[config.mk]
export PLATFORM = sky130hd
export DESIGN_NAME = serial_pattern_tx
export DESIGN_NICKNAME = d
export VERILOG_FILES = /design/src/rtl/serial_pattern_tx_pkg.sv /design/src/rtl/zo_transition_counter.sv /design/src/rtl/serial_pattern_tx.sv
export SDC_FILE = /design/constraint.sdc
export NUM_CORES = 1
export LEC_CHECK = 0
export ABC_CLOCK_PERIOD_IN_PS = 2850
export BUFFER_PORTS_ARGS = -buffer_cell sky130_fd_sc_hd__buf_2
export CORE_ASPECT_RATIO = 1.4
export CORE_MARGIN = 3
export CORE_UTILIZATION = 40
export DETAILED_ROUTE_END_ITERATION = 7
export SLEW_MARGIN = 20
export SYNTH_ARGS = -nofsm -noshare
export SYNTH_HDL_FRONTEND = slang
export SYNTH_SLANG_ARGS = --single-unit
export TNS_END_PERCENT = 50
[constraint.sdc]
create_clock -name clk -period 2.85 [get_ports clk]
set_input_delay 0.4275 -clock clk [delete_from_list [all_inputs] [get_ports clk]]
set_output_delay 0.4275 -clock clk [all_outputs]
set_load 0.02 [all_outputs]
[src/rtl/serial_pattern_tx_pkg.sv]
// rtl/serial_pattern_tx_pkg.sv - traffic-controller serial defs shared by the pattern transmitter
package serial_pattern_tx_pkg;

    typedef enum logic [1:0] {
        IDLE = 2'b00,
        SEND = 2'b01,
        DONE = 2'b10
    } tx_state_t;

    localparam logic IDLE_LEVEL = 1'b1;
    localparam int   ZO_CNT_W   = 8;

endpackage

[src/rtl/zo_transition_counter.sv]
// rtl/zo_transition_counter.sv - saturating counter of 0->1 transitions on a qualified bit stream
module zo_transition_counter
    import serial_pattern_tx_pkg::*;
(
    input  logic                clk,
    input  logic                reset,
    input  logic                clear,
    input  logic                bit_valid,
    input  logic                bit_in,
    output logic [ZO_CNT_W-1:0] count
);

    logic                prev_q;
    logic [ZO_CNT_W-1:0] count_q;

    // prev starts at the idle level so the line's 1->0 into the first bit never counts
    always_ff @(posedge clk) begin
        if (reset || clear) begin
            prev_q  <= IDLE_LEVEL;
            count_q <= '0;
        end else if (bit_valid) begin
            if (!prev_q && bit_in && (count_q != '1)) begin
                count_q <= count_q + ZO_CNT_W'(1);
            end
            prev_q <= bit_in;
        end
    end

    assign count = count_q;

endmodule

[src/rtl/serial_pattern_tx.sv]
// rtl/serial_pattern_tx.sv - shifts a programmable bit pattern out MSB-first, repeated, counting 0->1 edges
module serial_pattern_tx
    import serial_pattern_tx_pkg::*;
#(
    parameter int WIDTH = 8,
    parameter int LEN_W = 4,
    parameter int REP_W = 4
) (
    input  logic                clk,
    input  logic                reset,
    input  logic                load,
    input  logic [WIDTH-1:0]    pattern,
    input  logic [LEN_W-1:0]    len,
    input  logic [REP_W-1:0]    rep,
    output logic                ready,
    output logic                a,
    output logic                a_valid,
    output logic                done,
    output logic [ZO_CNT_W-1:0] zo_cnt
);

    localparam int IDX_W = (WIDTH > 1) ? $clog2(WIDTH) : 1;

    tx_state_t        state_q, state_d;
    logic [WIDTH-1:0] pattern_q, pattern_d;
    logic [IDX_W-1:0] lm1_q, lm1_d;
    logic [IDX_W-1:0] idx_q, idx_d;
    logic [REP_W-1:0] pass_q, pass_d;
    logic [IDX_W-1:0] eff_lm1;
    logic             accept;

    // Zero or oversize length falls back to the full pattern width
    always_comb begin
        if ((len == '0) || (len > LEN_W'(WIDTH))) begin
            eff_lm1 = IDX_W'(WIDTH - 1);
        end else begin
            eff_lm1 = IDX_W'(len - LEN_W'(1));
        end
    end

    always_comb begin
        state_d   = state_q;
        pattern_d = pattern_q;
        lm1_d     = lm1_q;
        idx_d     = idx_q;
        pass_d    = pass_q;
        accept    = 1'b0;
        ready     = 1'b0;
        a         = IDLE_LEVEL;
        a_valid   = 1'b0;
        done      = 1'b0;
        case (state_q)
            IDLE: begin
                ready = 1'b1;
                if (load) begin
                    accept    = 1'b1;
                    pattern_d = pattern;
                    lm1_d     = eff_lm1;
                    idx_d     = eff_lm1;
                    pass_d    = rep;
                    state_d   = SEND;
                end
            end
            SEND: begin
                a       = pattern_q[idx_q];
                a_valid = 1'b1;
                if (idx_q != '0) begin
                    idx_d = idx_q - IDX_W'(1);
                end else if (pass_q != '0) begin
                    idx_d  = lm1_q;
                    pass_d = pass_q - REP_W'(1);
                end else begin
                    state_d = DONE;
                end
            end
            DONE: begin
                done    = 1'b1;
                state_d = IDLE;
            end
            default: state_d = IDLE;
        endcase
    end

    always_ff @(posedge clk) begin
        if (reset) begin
            state_q   <= IDLE;
            pattern_q <= '0;
            lm1_q     <= '0;
            idx_q     <= '0;
            pass_q    <= '0;
        end else begin
            state_q   <= state_d;
            pattern_q <= pattern_d;
            lm1_q     <= lm1_d;
            idx_q     <= idx_d;
            pass_q    <= pass_d;
        end
    end

    zo_transition_counter u_zo_cnt (
        .clk       (clk),
        .reset     (reset),
        .clear     (accept),
        .bit_valid (a_valid),
        .bit_in    (a),
        .count     (zo_cnt)
    );

endmodule

=== Word level (Yosys, flattened, before mapping) ===
Index checks and enable logic that the tools add are counted.

* Bits in registers: 29
* Word-level logic and storage cells: 57

* Add/subtract/negate cells: 4
* Order comparisons: 2
* Equal/unequal tests: 8
* Muxes and demuxes: 21
* Reductions and logical operators: 15

{| class="wikitable"
|+ Operator list
! cell !! number
|-
| 3-bit 2-to-1 mux || 4
|-
| 4-bit 2-to-1 mux || 3
|-
| 8-bit by 1-bit adder with 8-bit output (second input constant) || 1
|-
| 2-bit inequality test (second input constant) || 4
|-
| 8-bit inequality test (second input constant) || 1
|-
| 4-bit one-hot mux with 2 select lines || 1
|-
| 1-bit 2-to-1 mux || 7
|-
| 2-bit 2-to-1 mux || 3
|-
| 3-bit one-hot mux with 2 select lines || 1
|-
| 3-bit AND reduction || 2
|-
| 3-bit by 1-bit subtractor with 3-bit output (second input constant) || 2
|-
| 4-bit greater-than comparator (second input constant) || 1
|-
| 4-bit zero test || 1
|-
| 3-bit by 4-bit less-than comparator with 1-bit output (second input constant) || 1
|-
| 2-bit one-hot mux with 2 select lines || 1
|-
| 2-bit AND reduction || 2
|-
| 4-bit AND reduction || 1
|-
| 4-bit nonzero test || 1
|-
| 4-bit by 1-bit subtractor with 4-bit output (second input constant) || 1
|-
| 1-bit binary-select mux with 3-bit select || 1
|-
| 3-bit inequality test (second input constant) || 1
|-
| 3-bit nonzero test || 1
|-
| 2-bit by 1-bit equality test with 1-bit output (second input constant) || 1
|-
| 2-bit equality test (second input constant) || 1
|-
| 5 further kinds || 7
|}

=== Longest topological paths before layout ===
Gate-level depths: netlist (run 1).

* Depth in word-level cells: 6
* Depth in mapped cells: 7
* Mapped depth without buffers: 6

=== By module ===
Synthesis (run 1) repeated with hierarchy kept, for this count alone.

* Cells, all modules: 175
* Area, all modules: 1,546.5 sq um

{| class="wikitable"
|+ By module, submodules not included
! module !! times used !! cells an instance !! area each (sq um) !! seq. area each (sq um)
|-
| serial_pattern_tx || 1 || 127 || 1,092.3 || 400.4
|-
| zo_transition_counter || 1 || 48 || 454.2 || 180.2
|}

=== Worst setup path after synthesis (run 1) ===
OpenSTA, ideal clock, no wires.

* Path type: reg2out
* Start point: register idx_q[0]
* End point: output a
* Arrival: 1,525 ps
* Slack: 897 ps
* Stages on the path, launching flop included: 5
* Path buffers: 1
* Cells stage by stage: dfxtp_1 -> mux4_1 -> mux2i_4 -> buf_4 -> nand2_1

* Word-level cells in the longest chain between the ends: 3

{| class="wikitable"
|+ RTL lines
! what !! line !! source
|-
| start, declared || serial_pattern_tx.sv:27 || <nowiki>logic [IDX_W-1:0] idx_q, idx_d;</nowiki>
|-
| start signal, assigned || serial_pattern_tx.sv:95 || <nowiki>idx_q <= idx_d;</nowiki>
|-
| 1-bit binary-select mux with 3-bit select || serial_pattern_tx.sv:65 || <nowiki>a = pattern_q[idx_q];</nowiki>
|-
| 1-bit 2-to-1 mux (not written as such) || serial_pattern_tx.sv:65 ||
|-
| 1-bit 2-to-1 mux || serial_pattern_tx.sv:52 || <nowiki>case (state_q)</nowiki>
|-
| end, declared || serial_pattern_tx.sv:16 || <nowiki>output logic a,</nowiki>
|}

No other way between the ends. The select of a mux whose other input is x is not followed.

=== Worst setup path after layout (run 1) ===
Ends and elaborated chain as after synthesis.

==> results of run 1 <==
-- per-stage QoR --
stage | hold WS (ns) | area [sq um]
final | 0.351 | 1830
after global routing | 0.346 | 1830
after CTS | 0.338 | 1830
after detailed placement | 0.444 | 1710
after global placement | 0.450 | 1710
after floorplan | 0.417 | 1520
-- kinds of logic (layout without fill, tap and decap cells) --
logic type / after synthesis / count (layout) / synth area share
XOR/XNOR: 2 / 2 / 0.0115
AND/OR/NAND/NOR: 49 / 49 / 0.185
flip-flops: 29 / 29 / 0.382
adder cells (fa/ha/maj): 5 / 5 / 0.0412
buffers and inverters: 17 / 50 / 0.0461
AO/OA/AOI/OAI: 56 / 56 / 0.269
multiplexers: 5 / 5 / 0.0642
-- power by group through the flow --
stage | Sequential, uW | Combinational, uW | Clock [uW]
6_report | 476 | 259 | 456
3_5_place_dp | 485 | 259 | 0
3_3_place_gp | 483 | 253 | 0
2_1_floorplan | 470 | 204 | 0
5_1_grt | 480 | 294 | 486
4_1_cts | 476 | 261 | 467
-- how the worst min path moves through the flow --
stage / start / to / slack (ns) / cells after the start
after floorplan: lm1_q[2] / lm1_q[2] / 0.42 / 2
after global placement: lm1_q[2] / lm1_q[2] / 0.45 / 2
after detailed placement: lm1_q[2] / lm1_q[2] / 0.44 / 2
after CTS: pattern[7] / pattern_q[7] / 0.34 / 2
after global routing: pattern[4] / pattern_q[4] / 0.35 / 2
final: pattern[7] / pattern_q[7] / 0.35 / 2
-- final cells by class --
type	instances	area [sq um]
Inverter	9	33.8
Clock inverter	2	37.5
Tap cell	40	50.0
Multi-Input combinational cell	117	868
Timing Repair Buffer	33	173
Clock buffer	6	82.6
Sequential cell	29	581
Fill cell	342	1680
-- synthesized netlist by cell type, drive strengths merged, types with 4 or more instances --
library cell  number  share of area
o31ai              9          0.044
inv                8          0.020
or4                7          0.035
o21ai              9          0.030
o211ai             4          0.020
a31oi              4          0.016
nand2              9          0.022
dfxtp             29           0.38
ha                 5          0.041
nor3b              4          0.020
nand4              4          0.016
a22o              10          0.058
a21boi             8          0.040
nor2               6          0.015
clkbuf             5          0.012
nor2b              6          0.025
-- state kept, by name, summed over array words and instances (netlist names) --
register / count
u_zo_cnt.prev_q: 1
pattern_q: 8
state_q: 2
idx_q: 3
lm1_q: 3
pass_q: 4
u_zo_cnt.count: 8
-- layout by cell type, fill, tap and decap left out, types with 3 or more instances in the layout --
master,n
and2_1,3
or4_1,7
nor2b_1,6
nand3_1,3
dfxtp_1,29
o21ai_0,9
a31oi_1,4
nand4_1,4
ha_1,5
a22o_1,10
inv_1,8
nand2_1,9
a21boi_1,8
o211ai_1,4
buf_2,30
o31ai_1,9
buf_4,3
a21oi_1,3
nor3b_1,4
clkbuf_8,6
nor2_1,6
-- metal layers --
layer  GRT usage  vias to the layer above  wire length, um
li1            -                      685                -
met1       0.189                      627             1540
met2       0.273                       26             1600
met3      0.0488                        5              173
met4      0.0835                        0               74
met5           0                        -                0
==> flow_metrics.tcl, run 1 <==
set metrics [dict create \
    dp_cells 228 \
    critPathBufInv 1 \
    cts_root_buf "clkbuf_8" \
    synthDistinctLibCells 40 \
    place_ws_ns 0.709 \
    io_pins 31 \
    hold_viol 0 \
    hold_class "in -> reg" \
    worstPathMaxFanout 17 \
    syn-num-nets 187 \
    drv_slew 0 \
    swShare 0.292 \
    gp_congestion 0.785 \
    grt_pass1_vias 1321 \
    setup_viol 0 \
    max_cap_violations 0 \
    die_area_sq_um 4580 \
    endpoint "a" \
    antenna_found_initial 0 \
    regToRegSetupSlack_ns 0.86 \
    slowest_stage "mux4_1" \
    post-route-period-util 0.854 \
    globalRouteTotalUtil 0.165 \
    syn_avg_cell_area_sq_um 9.32 \
    utilization 0.521 \
    cts_setup_buffers 0 \
    maxSlewHeadroom 0.677 \
    drtIter0Drc 26 \
    die_y_um 78.9 \
    grt_first_pass_wirelength_um 5870 \
    viasPerCell 5.69 \
    worstSetupEndpointType "output port" \
    overflow 0 \
    dr.pass1.iters 4 \
    ir_worst_vdd_uv 411 \
    rr_endpoint "pass_q[0]" \
    crit_family "multiplexers" \
    layout.nets 219 \
    crit_cells 4 \
    cts_buffers 5 \
    yosys_warnings 0 \
    n_antenna_cell 0 \
    htreeDepth 2 \
    cts_tree "done" \
    clk_latency_ns 0.29 \
    fin_cells 236 \
    rsz0062_at_grt "no" \
    p_seq_frac 0.400 \
    worstPathCellList "mux4_1 -> mux2i_4 -> nand2_1 -> buf_2" \
    reg2reg_from "pass_q[0]" \
    cts_num_sinks 29 \
    routed_wl_um 3380 \
    start_kind "flop" \
    synth-edff-count 0 \
    die_width_um 58.1 \
    leakage_uw 0.000751 \
    p_int_uw 844 \
    dp_hpwl_um 2440 \
    cp.required_ns 2.42 \
    critPathKind "reg -> out" \
    clkTransAtPathRegs_ns 0.06 \
    drive_above_1_share 0.235 \
    power.switching_uw 348 \
    cts.repair.resized 0 \
    fin_ws_ns 0.417 \
    clk_path_buf_depth 2 \
    synthArstFlopShare 0 \
    area_growth_pct 20.2 \
    status "complete, no violations" \
    placementRows 25 \
    routed-via-count 1343 \
    finalClockSkew_ns 0.00888 \
    ys_seq_area_frac 0.382 \
    wl_per_cell_um 14.3 \
    worstMarginPinSlew_ns 0.482 \
    synthCells 163 \
    slowest_delay_ns 0.64 \
    core_region_area_sq_um 3500 \
    startpoint "idx_q[0]" \
    crit_arrival_ns 2.01 \
    synthFlopType "dfxtp_1" \
    fmax_mhz 411 \
    drc_errors 0 \
    tns_ns 0 \
    p_comb_frac 0.218 \
    reg2reg_depth 6 \
    syn_area_sq_um 1520 \
    power_uw 1190 \
    synth-seq-cells 29 \
    grt_max_degree 18 \
    io_buffers 30 \
    p_per_area_nw_per_um2 653 \
    cts_hold_buf 0 \
    ant_nets 0 \
    post-route-min-period_ns 2.43 \
    start_util 0.434 \
    pwr-share-clk 0.383 \
]
Note: power is estimated with default switching activity, not from simulation.
==> inputs of run 2 (changes only) <==
--- a/config.mk
+++ b/config.mk
@@ -9,7 +9,7 @@
 export BUFFER_PORTS_ARGS = -buffer_cell sky130_fd_sc_hd__buf_2
 export CORE_ASPECT_RATIO = 1.4
 export CORE_MARGIN = 3
-export CORE_UTILIZATION = 40
+export CORE_UTILIZATION = 25
 export DETAILED_ROUTE_END_ITERATION = 7
 export SLEW_MARGIN = 20
 export SYNTH_ARGS = -nofsm -noshare
==> run 2 against run 1 <==
  * Cell area is 0.82% higher
  * Largest cell class unchanged
  * Largest power group unchanged
  * Critical path type unchanged
  * Register-to-register slack worse by 0.04 ns
  * Clock power is 25% lower
  * Combinational power hardly changed
  * First-iteration DRC count is 140% higher
  * Highest routed layer unchanged
  * Maximum frequency is 11% higher
  * Die area is 54% higher
==> flow_metrics.tcl, run 2 (same netlist as run 1, synthesis figures left out) <==
set metrics [dict create \
    slowest_delay_ns 0.64 \
    status "complete, no violations" \
    grt_first_pass_wirelength_um 6000 \
    placementRows 33 \
    hold_viol 0 \
    globalRouteTotalUtil 0.106 \
    startpoint "idx_q[0]" \
    rr_endpoint "u_zo_cnt.count[3]" \
    max_cap_violations 0 \
    finalClockSkew_ns 0.00544 \
    critPathKind "reg -> out" \
    clk_latency_ns 0.28 \
    post-route-min-period_ns 2.19 \
    overflow 0 \
    tns_ns 0 \
    cts.repair.resized 0 \
    cts_hold_buf 0 \
    fmax_mhz 457 \
    routed-via-count 1342 \
    die_y_um 98.2 \
    cts_tree "done" \
    postLayoutCellArea_sq_um 1840 \
    wl_per_cell_um 12.8 \
    p_per_area_nw_per_um2 586 \
    antenna_found_initial 0 \
    hold_class "in -> reg" \
    leakage_uw 0.000741 \
    cts_num_sinks 29 \
    reg2reg_depth 5 \
    fin_cells 266 \
    routed_wl_um 3410 \
    area_growth_pct 21.2 \
    crit_cells 4 \
    htreeDepth 2 \
    critPathBufInv 1 \
    cts_setup_buffers 0 \
    clk_path_buf_depth 2 \
    hp-start "pattern[4]" \
    die_area_sq_um 7060 \
    endpoint "a" \
    io_buffers 30 \
    cts_root_buf "clkbuf_8" \
    final_common_cell "buf_2" \
    cp.required_ns 2.42 \
    worstMarginPinSlew_ns 0.475 \
    worstSetupEndpointType "output port" \
    layout.nets 220 \
    slowest_stage "mux4_1" \
    place_area_sq_um 1750 \
    drtIter0Drc 62 \
    power_uw 1080 \
    clkTransAtPathRegs_ns 0.07 \
    regToRegSetupSlack_ns 0.82 \
    reg2reg_from "state_q[0]" \
    n_antenna_cell 0 \
    final_cell_mix "buf_2, dfxtp_1, a22o_1" \
    post-route-period-util 0.768 \
    worstPathCellList "mux4_1 -> mux2i_4 -> nand2_1 -> buf_2" \
    drc_errors 0 \
    drv_slew 0 \
    drive_above_1_share 0.235 \
    place_ws_ns 0.819 \
    ir_worst_vdd_uv 190 \
    io_pins 31 \
    worstPathMaxFanout 5 \
    grt_pass1_vias 1336 \
    grt_max_degree 21 \
    dp_hpwl_um 2620 \
    fin_ws_ns 0.660 \
    dp_cells 259 \
    die_width_um 71.9 \
    crit_family "multiplexers" \
    ant_nets 0 \
    start_kind "flop" \
    gp_congestion 0.757 \
    maxSlewHeadroom 0.680 \
    dr.pass1.iters 4 \
    rsz0062_at_grt "no" \
    setup_viol 0 \
    viasPerCell 5.05 \
    fillers 639 \
    core_region_area_sq_um 5860 \
    start_util 0.259 \
    crit_arrival_ns 1.76 \
    cts_buffers 5 \
]
run 2: changes by cell type in the layout (fill, tap and decap cells not counted), sizes merged:
| cell | delta |
|---|---|
| buf | +1 |
| bufinv | -1 |
run 2: worst min path at each step:
stage                     slack, ns  cells past startpoint            to
after detailed placement       0.44                      2      lm1_q[2]
after CTS                      0.34                      2  pattern_q[4]
final                          0.35                      2  pattern_q[4]
after floorplan                0.42                      2      lm1_q[2]
after global placement         0.43                      2      lm1_q[2]
after global routing           0.35                      2  pattern_q[3]
run 2: where the power goes:
part / total [uW] / internal [uW] / switching, uW
Clock: 343 / 190 / 152
Sequential: 475 / 441 / 33.9
Combinational: 260 / 121 / 140
run 2: final cells by class:
| type | instances | area (sq um) | share of cell area |
|---|---|---|---|
| multi-input cells | 117 | 868 | 0.472 |
| flip-flops and latches | 29 | 581 | 0.315 |
| repair buffers | 34 | 180 | 0.0979 |
| well taps | 70 | 87.6 | 0.0476 |
| clock buffers | 6 | 82.6 | 0.0449 |
| inverters | 9 | 33.8 | 0.0184 |
| clock inverters | 1 | 7.51 | 0.00408 |
run 2: metrics by stage:
step           utilization  hold WS (ns)
2_1_floorplan            -         0.417
3_3_place_gp         0.299         0.432
3_5_place_dp         0.299         0.444
4_1_cts              0.314         0.344
5_1_grt              0.314         0.354
6_report             0.314         0.354
run 2: routing by layer:
metal  track usage  up-vias  wire [um]
li1              -      695          -
met1         0.116      625       1420
met2         0.190       17       1830
met3        0.0227        5        103
met4        0.0521        0         57
met5             0        -          0
==> inputs of run 3 (changes only) <==
--- a/config.mk
+++ b/config.mk
@@ -5,7 +5,7 @@
 export SDC_FILE = /design/constraint.sdc
 export NUM_CORES = 1
 export LEC_CHECK = 0
-export ABC_CLOCK_PERIOD_IN_PS = 2850
+export ABC_CLOCK_PERIOD_IN_PS = 1900
 export BUFFER_PORTS_ARGS = -buffer_cell sky130_fd_sc_hd__buf_2
 export CORE_ASPECT_RATIO = 1.4
 export CORE_MARGIN = 3
==> constraint.sdc (replaced) <==
create_clock -name clk -period 1.9 [get_ports clk]
set_input_delay 0.285 -clock clk [delete_from_list [all_inputs] [get_ports clk]]
set_output_delay 0.285 -clock clk [all_outputs]
set_load 0.02 [all_outputs]
==> run 3 against run 2 <==
  * Combinational power increased by 65%
  * Global-route usage barely moved
  * Sequential cell count is the same
  * Clock skew grew 0.0015 ns
  * Critical path depth unchanged
  * Total power is 63% higher
  * Via count rose by 5.0%
  * Sequential power grew 49%
  * Register-to-register slack got worse by 0.75 ns
  * Setup slack worse by 0.65 ns
  * Wire length up 3.2%
  * Critical endpoint unchanged
  * Highest routed layer unchanged
==> flow_metrics.tcl, run 3 (same netlist as run 1, synthesis figures left out) <==
set metrics [dict create \
    crit_family "multiplexers" \
    worstPathCellList "mux4_2 -> mux2i_4 -> nand2_2 -> buf_6" \
    rsz0062_at_grt "yes" \
    die_width_um 71.9 \
    min_path_cells 2 \
    postLayoutCellArea_sq_um 1900 \
    placementRows 33 \
    clk_latency_ns 0.28 \
    drive_above_1_share 0.279 \
    dr.pass1.iters 4 \
    cp.required_ns 1.62 \
    finalClockSkew_ns 0.00698 \
    worstPathMaxFanout 5 \
    grt_pass1_vias 1290 \
    critPathKind "reg -> out" \
    ant_nets 0 \
    layout.nets 225 \
    viasPerCell 5.20 \
    htreeDepth 2 \
    drv_slew 0 \
    leakage_uw 0.000769 \
    overflow 0 \
    grt_max_degree 21 \
    maxSlewHeadroom 0.735 \
    fillers 644 \
    critPathBufInv 1 \
    power_uw 1750 \
    crit_cells 4 \
    p_comb_frac 0.244 \
    fmax_mhz 529 \
    gp_congestion 0.776 \
    die_y_um 98.2 \
    worstMarginPinSlew_ns 0.397 \
    seqCellArea_sq_um 584 \
    whs_ns 0.217 \
    dp_hpwl_um 2630 \
    start_util 0.259 \
    final_cell_mix "buf_2, dfxtp_1, a22o_1" \
    cts_setup_buffers 0 \
    wl_per_cell_um 13.0 \
    worstSetupEndpointType "output port" \
    cts_buffers 5 \
    hold_viol 0 \
    io_pins 31 \
    post-route-period-util 0.995 \
    globalRouteTotalUtil 0.107 \
    routed-via-count 1409 \
    power.switching_uw 508 \
    die_area_sq_um 7060 \
    reg2reg_depth 6 \
    max_cap_violations 0 \
    slowest_delay_ns 0.54 \
    cts_num_sinks 29 \
    core_region_area_sq_um 5860 \
    p_int_uw 1250 \
    post-route-min-period_ns 1.89 \
    cts_tree "done" \
    final_common_cell "buf_2" \
    routed_wl_um 3520 \
    ir_worst_vdd_uv 505 \
    p_seq_frac 0.403 \
    clk_path_buf_depth 2 \
    drc_errors 0 \
    drtIter0Drc 101 \
    area_growth_pct 25.3 \
    p_per_area_nw_per_um2 922 \
    place_area_sq_um 1790 \
    start_kind "flop" \
    hold_class "in -> reg" \
    n_antenna_cell 0 \
    pwr-share-clk 0.353 \
    grt_first_pass_wirelength_um 6030 \
    swShare 0.289 \
    slowest_stage "mux4_2" \
    io_buffers 30 \
    cts_root_buf "clkbuf_8" \
    setup_viol 0 \
    status "complete, no violations" \
    clkTransAtPathRegs_ns 0.06 \
    antenna_found_initial 0 \
    crit_arrival_ns 1.61 \
    multi_input_area_sq_um 870 \
]
==> run 3: cell types whose count changed in the layout (fill, tap and decap cells not counted), sizes merged <==
cell / delta
clkbuf: -1
bufinv: +1
buf: +5
clkinv: +1
clkinvlp: -1
==> run 3: repair_timing <==
| item | CTS | global route |
|---|---|---|
| endpoints found under the setup margin | 4 | 1 |
| hold buffers | 0 | 0 |
| gates resized for setup | 8 | 0 |
==> run 3: final cells by class <==
class,instances,share of cell area
Multi-Input combinational cell,117,0.457
Sequential cell,29,0.307
Timing Repair Buffer,39,0.118
Tap cell,70,0.0460
Clock buffer,5,0.0362
Clock inverter,2,0.0184
Inverter,9,0.0178
==> run 3: final timing paths <==
kind	startpoint	to	slack, ns
min reg2reg	lm1_q[2]	lm1_q[2]	0.46
max	idx_q[0]	a	0.01
min	pattern[6]	pattern_q[6]	0.22
max reg2reg	pass_q[0]	pass_q[0]	0.07
==> run 3: power by group through the flow <==
stage / combinational (uW) / sequential, uW / clock, uW
finish: 429 / 707 / 619
detailed placement: 421 / 716 / 0
floorplan: 306 / 705 / 0
global placement: 417 / 716 / 0
CTS: 436 / 707 / 640
global route: 485 / 714 / 653
==> run 3: metal layers <==
metal,vias to the layer above,GRT usage,wire length [um]
li1,697,-,-
met1,667,0.125,1520
met2,39,0.181,1780
met3,6,0.0196,160
met4,0,0.0564,59
met5,-,0,0
==> run 3: worst register-to-register path: cells and delay by family (launching register included) <==
family / cells / cell delay [ns]
simple gates: 2 / 0.68
compound gates: 2 / 0.49
flops: 1 / 0.32
fa+ha+maj: 1 / 0.21
buf+inv: 1 / 0.09
==> run 3: stage by stage <==
stage	cells	setup WS [ns]	setup TNS, ns	util
after global routing	271	-0.0399	-0.0399	0.325
after detailed placement	264	0.000647	0	0.305
after global placement	264	0.0729	0	0.305
final	271	0.00981	0	0.325
after CTS	271	-0.00695	-0.00695	0.325
after floorplan	163	0.0896	0	-
